===== config.mk =====
export PLATFORM = sky130hd
export DESIGN_NAME = inv_factorial
export DESIGN_NICKNAME = d
export VERILOG_FILES = /design/src/rtl/inv_factorial.sv
export SDC_FILE = /design/constraint.sdc
export NUM_CORES = 1
export LEC_CHECK = 0
export BUFFER_PORTS_ARGS = -buffer_cell sky130_fd_sc_hd__clkbuf_2
export CORE_MARGIN = 3
export CORE_UTILIZATION = 45
export DETAILED_ROUTE_END_ITERATION = 8
export PLACE_DENSITY = 0.63
export SYNTH_ARGS = -nofsm -noshare
export SYNTH_HDL_FRONTEND = slang
export SYNTH_SLANG_ARGS = --single-unit

===== constraint.sdc =====
create_clock -name clk -period 8.14 [get_ports clk]
set_input_delay 0 -clock clk [delete_from_list [all_inputs] [get_ports clk]]
set_output_delay 0 -clock clk [all_outputs]
set_load 0.005 [all_outputs]

===== src/rtl/inv_factorial.sv =====
// inv_factorial: iterative search for the largest n with n! <= value, start/done handshake.
// Optional INV_FACTORIAL_REMAINDER_EN adds rem = value - n!.
module inv_factorial #(
  parameter int DATA_W = 16,
  parameter int N_W = 4,
  parameter int ACC_W = DATA_W + 4
) (
  input  logic              clk,
  input  logic              reset_n,
  input  logic              start,
  input  logic [DATA_W-1:0] fact,
  output logic              busy,
  output logic              done,
  output logic [N_W-1:0]    n,
  output logic              exact,
  output logic              err
`ifdef INV_FACTORIAL_REMAINDER_EN
  ,
  output logic [DATA_W-1:0] rem
`endif
);
  typedef enum logic [1:0] {IDLE, RUN, DONE} state_t;
  state_t state, state_nx;
  logic [DATA_W-1:0] val;
  logic [ACC_W-1:0] acc;
  logic [N_W-1:0] k;
  logic hit, over, accept;
  assign hit = acc == ACC_W'(val);
  assign over = acc > ACC_W'(val);
  assign accept = state == IDLE && start;
  always_ff @(posedge clk or negedge reset_n)
    if (!reset_n) state <= IDLE;
    else state <= state_nx;
  always_comb
    state_nx = (state == IDLE) ? (start ? (fact == '0 ? DONE : RUN) : IDLE) :
               (state == RUN) ? ((hit || over) ? DONE : RUN) : IDLE;
  always_comb begin
    busy = state != IDLE;
    done = state == DONE;
  end
  // acc holds k!; it only grows while still below val, so it never exceeds 9! here
  always_ff @(posedge clk or negedge reset_n)
    if (!reset_n) begin
      val <= '0;
      acc <= '0;
      k <= '0;
      n <= '0;
      exact <= 1'b0;
      err <= 1'b0;
    end else if (accept) begin
      val <= fact;
      acc <= ACC_W'(1);
      k <= N_W'(1);
      n <= '0;
      exact <= 1'b0;
      err <= fact == '0;
    end else if (state == RUN) begin
      if (hit || over) begin
        n <= hit ? k : k - N_W'(1);
        exact <= hit;
        err <= 1'b0;
      end else begin
        acc <= acc * (ACC_W'(k) + ACC_W'(1));
        k <= k + N_W'(1);
      end
    end
`ifdef INV_FACTORIAL_REMAINDER_EN
  // prev keeps (k-1)! so an overshoot can report val - n!
  logic [DATA_W-1:0] prev;
  always_ff @(posedge clk or negedge reset_n)
    if (!reset_n) begin
      prev <= '0;
      rem <= '0;
    end else if (accept) begin
      prev <= '0;
      rem <= '0;
    end else if (state == RUN) begin
      if (hit || over) rem <= hit ? '0 : val - prev;
      else prev <= acc[DATA_W-1:0];
    end
`endif
endmodule

==> results.md <==
* Flop pwr share at 0.280
* Minimum clock period at 5.91 ns
* Crit share post-route at 0.726
* Hold WC Path Type: primary input to flop
* Switching pwr at 670 µW
* Maximum clock frequency at 169 MHz
* Worst Slack Setup Final at 2.23 ns
* # resized after CTS at 0
* Via count at 3,879
* Fillers at 998
* Hold Crit Start: start
* First-pass GRT wire length at 19,600 µm
* 1st-iter DRT viols at 137
* CTS sink count at 48
* CP max FO at 19
* Asr flop ratio synth at 1.00
* CP startpoint: k[0]
* Total of max-cap violations at 0
* H-tree depth at 2
* Clk pwr share at 0.150
* Die height at 111 µm
* Post-synth cell types at 43
* RD Place Congestion at 0.843
* Status: complete, no violations
* CP required at 8.35 ns
* Leakage power at 0.00272 µW
* Top_reg_cell synth: dfrtp_1
* Worst setup EP type: flop
* Initial Utilization at 0.470
* Post-Syn Area at 0.00494 mm²
* YS warnings at 0
* RR Startpoint: k[0]
* Synth Net Count at 665
* PwrDens at 263 mW/mm²
* Switching Fraction at 0.465
* Worst-margin pin slew at 1.19 ns
* Avg Cell Area, Syn at 8.83 µm²
* I/O Buffers at 26
* Hold WS at 0.0798 ns
* Pwr Total at 1440 µW
* Residual DRC at 0
* WHS Path Cells at 4
* FF-to-FF End: acc[16]
* Share of layout cells above drive strength 1 at 0.0721
* Startpoint types: flop
* CTS root buf: clkbuf_8
* Total gr overflow at 0
* Clock transition at path regs at 0.11 ns
* Pre-CTS setup slack at 2.35 ns
* Worst VDD drop at 0.321 mV
* Final Max Slew Viols at 0
* Vias in the first global route at 4,053
* Reg2Reg Setup Slack at 2.23 ns
* Die Width at 111 µm
* Wire length per cell at 14.8 µm
* CTS Buffer Depth at 2
* TritonCTS clock tree: done
* Detailed placement HPWL at 8000 µm
* Hold Vio Cnt, Final at 0
* Row count at 37
* Clock Latency Late Sink at 0.31 ns
* Routed Antenna Nets at 0
* Setup TNS at 0 ns
* GRT Resource Usage Total at 0.191
* Worst R2R Path Depth at 16
* Number of synthesized flops with an enable pin at 0
* Initial antenna violation count at 0
* Layout Area Growth over Synthesis at 11.0%
* Core Region at 0.0105 mm²
* ANT cells at 0
* Critical path data arrival time at 6.12 ns
* Drt pass-1 iters at 4
* Crit Path Category: flop to flop
* Largest net degree at the start of global routing at 49
* # IOs at 27
* Multi-input gate area at 0.00332 mm²
* Die ar. at 0.0123 mm²
* Final Setup Violations at 0
* Gate power share at 0.569
* Hold endpoint: exact
* Pint at 771 µW
* Synthesized flop and latch total at 48
* Max-Slew Margin vs Limit at 0.203
* Final wirelength at 10,800 µm
* Inserted Clock Buffers at 5
* Syn Inst Count at 559
* Clock Skew at 0.0145 ns
* RSZ-0062 raised after global routing: no
* Fin nets at 701
* FF/Latch Area at 0.00120 mm²
* Sequential share of the synthesized area at 0.243
* Vias per std cell at 5.30
[sequential cells by signal, summed over array words and instances, names as in the netlist]
name   count
k          4
n          4
val       16
state      2
exact      1
err        1
acc       20
[metrics by stage]
step	util	instance area [µm²]	std cells
2_1_floorplan	-	4940	559
3_3_place_gp	0.492	5170	707
3_5_place_dp	0.492	5170	707
4_1_cts	0.522	5480	732
5_1_grt	0.522	5480	732
6_report	0.522	5480	732
[power by group through the flow]
| stage | registers, µW | logic (µW) | clock network [µW] |
|---|---|---|---|
| after floorplan | 373 | 666 | 0 |
| after global placement | 407 | 783 | 0 |
| after detailed placement | 409 | 814 | 0 |
| after CTS | 404 | 825 | 223 |
| after global routing | 417 | 940 | 235 |
| final | 404 | 821 | 217 |
[worst max-delay path by stage]
stage / to / slack, ns / cells after the start
after floorplan: acc[16] / 2.96 / 17
after CTS: acc[16] / 2.35 / 15
after detailed placement: acc[16] / 2.35 / 15
after global routing: acc[16] / 1.93 / 15
final: acc[16] / 2.23 / 16
after global placement: acc[16] / 2.56 / 15
[routing by layer]
| layer | wire length [µm] | share of wire | GRT usage |
|---|---|---|---|
| met3 | 321 | 0.030 | 0.0246 |
| met5 | 0 | 0 | 0 |
| met2 | 5380 | 0.50 | 0.320 |
| met4 | 147 | 0.014 | 0.0427 |
| met1 | 4970 | 0.46 | 0.263 |
[cell type report]
| class | instances | area share |
|---|---|---|
| clock buffers | 5 | 0.0126 |
| clock inverters | 3 | 0.0126 |
| inverters | 87 | 0.0596 |
| multi-input cells | 407 | 0.606 |
| flip-flops and latches | 48 | 0.219 |
| well taps | 136 | 0.0310 |
| repair buffers | 46 | 0.0589 |
[Yosys cell counts (5+ instances only)]
cell | number | area share
clkbuf_1 | 14 | 0.011
a21o_1 | 6 | 0.0091
nor3_1 | 7 | 0.0071
inv_1 | 86 | 0.065
dfrtp_1 | 48 | 0.24
fa_1 | 47 | 0.19
nor4_1 | 5 | 0.0063
ha_1 | 40 | 0.10
and2_1 | 49 | 0.062
a21oi_1 | 15 | 0.015
xor2_1 | 10 | 0.018
xnor2_1 | 16 | 0.028
nor2b_1 | 21 | 0.027
nor2_1 | 14 | 0.011
o21ai_0 | 36 | 0.036
nand2_1 | 83 | 0.063
mux2i_1 | 11 | 0.022
[cell usage in the layout (no fill, tap or decap), drive strengths merged, types with 4 or more instances in the layout]
cell type,n
a211oi,5
a21o,6
a21oi,15
and2,49
clkbuf,31
dfrtp,48
dlygate4sd3,17
fa,47
ha,40
inv,87
mux2i,11
nand2,84
nand4,4
nor2,14
nor2b,21
nor3,8
nor4,6
o21ai,36
xnor2,16
xor2,10
[cell families (layout without fill, tap and decap cells)]
| group | Yosys count | count (layout) | share of synthesized area |
|---|---|---|---|
| flops | 48 | 48 | 0.243 |
| buf+inv | 104 | 141 | 0.0836 |
| simple gates | 195 | 195 | 0.201 |
| xor+xnor | 26 | 26 | 0.0461 |
| mux | 11 | 11 | 0.0223 |
| fa+ha+maj | 87 | 87 | 0.292 |
| compound gates | 88 | 88 | 0.111 |
[critical path, stage by stage (launching register included)]
cell	delay, ns
dfrtp_1	0.59
ha_1	0.24
xor2_1	0.93
and2_1	0.27
fa_1	0.45
fa_1	0.54
inv_1	0.05
fa_1	0.52
inv_1	0.04
ha_1	0.36
a21oi_1	0.19
nor2b_1	0.07
a311o_1	0.38
a41oi_1	0.41
a21boi_0	0.18
or3_1	0.33
a32o_1	0.25
[what timing repair did]
item,4_1_cts,5_1_grt
hold endpoints to repair,64,0
buffers inserted,0,0
hold buffers,17,0
setup endpoints to repair,0,0
Note: power is estimated with default switching activity, not from simulation.
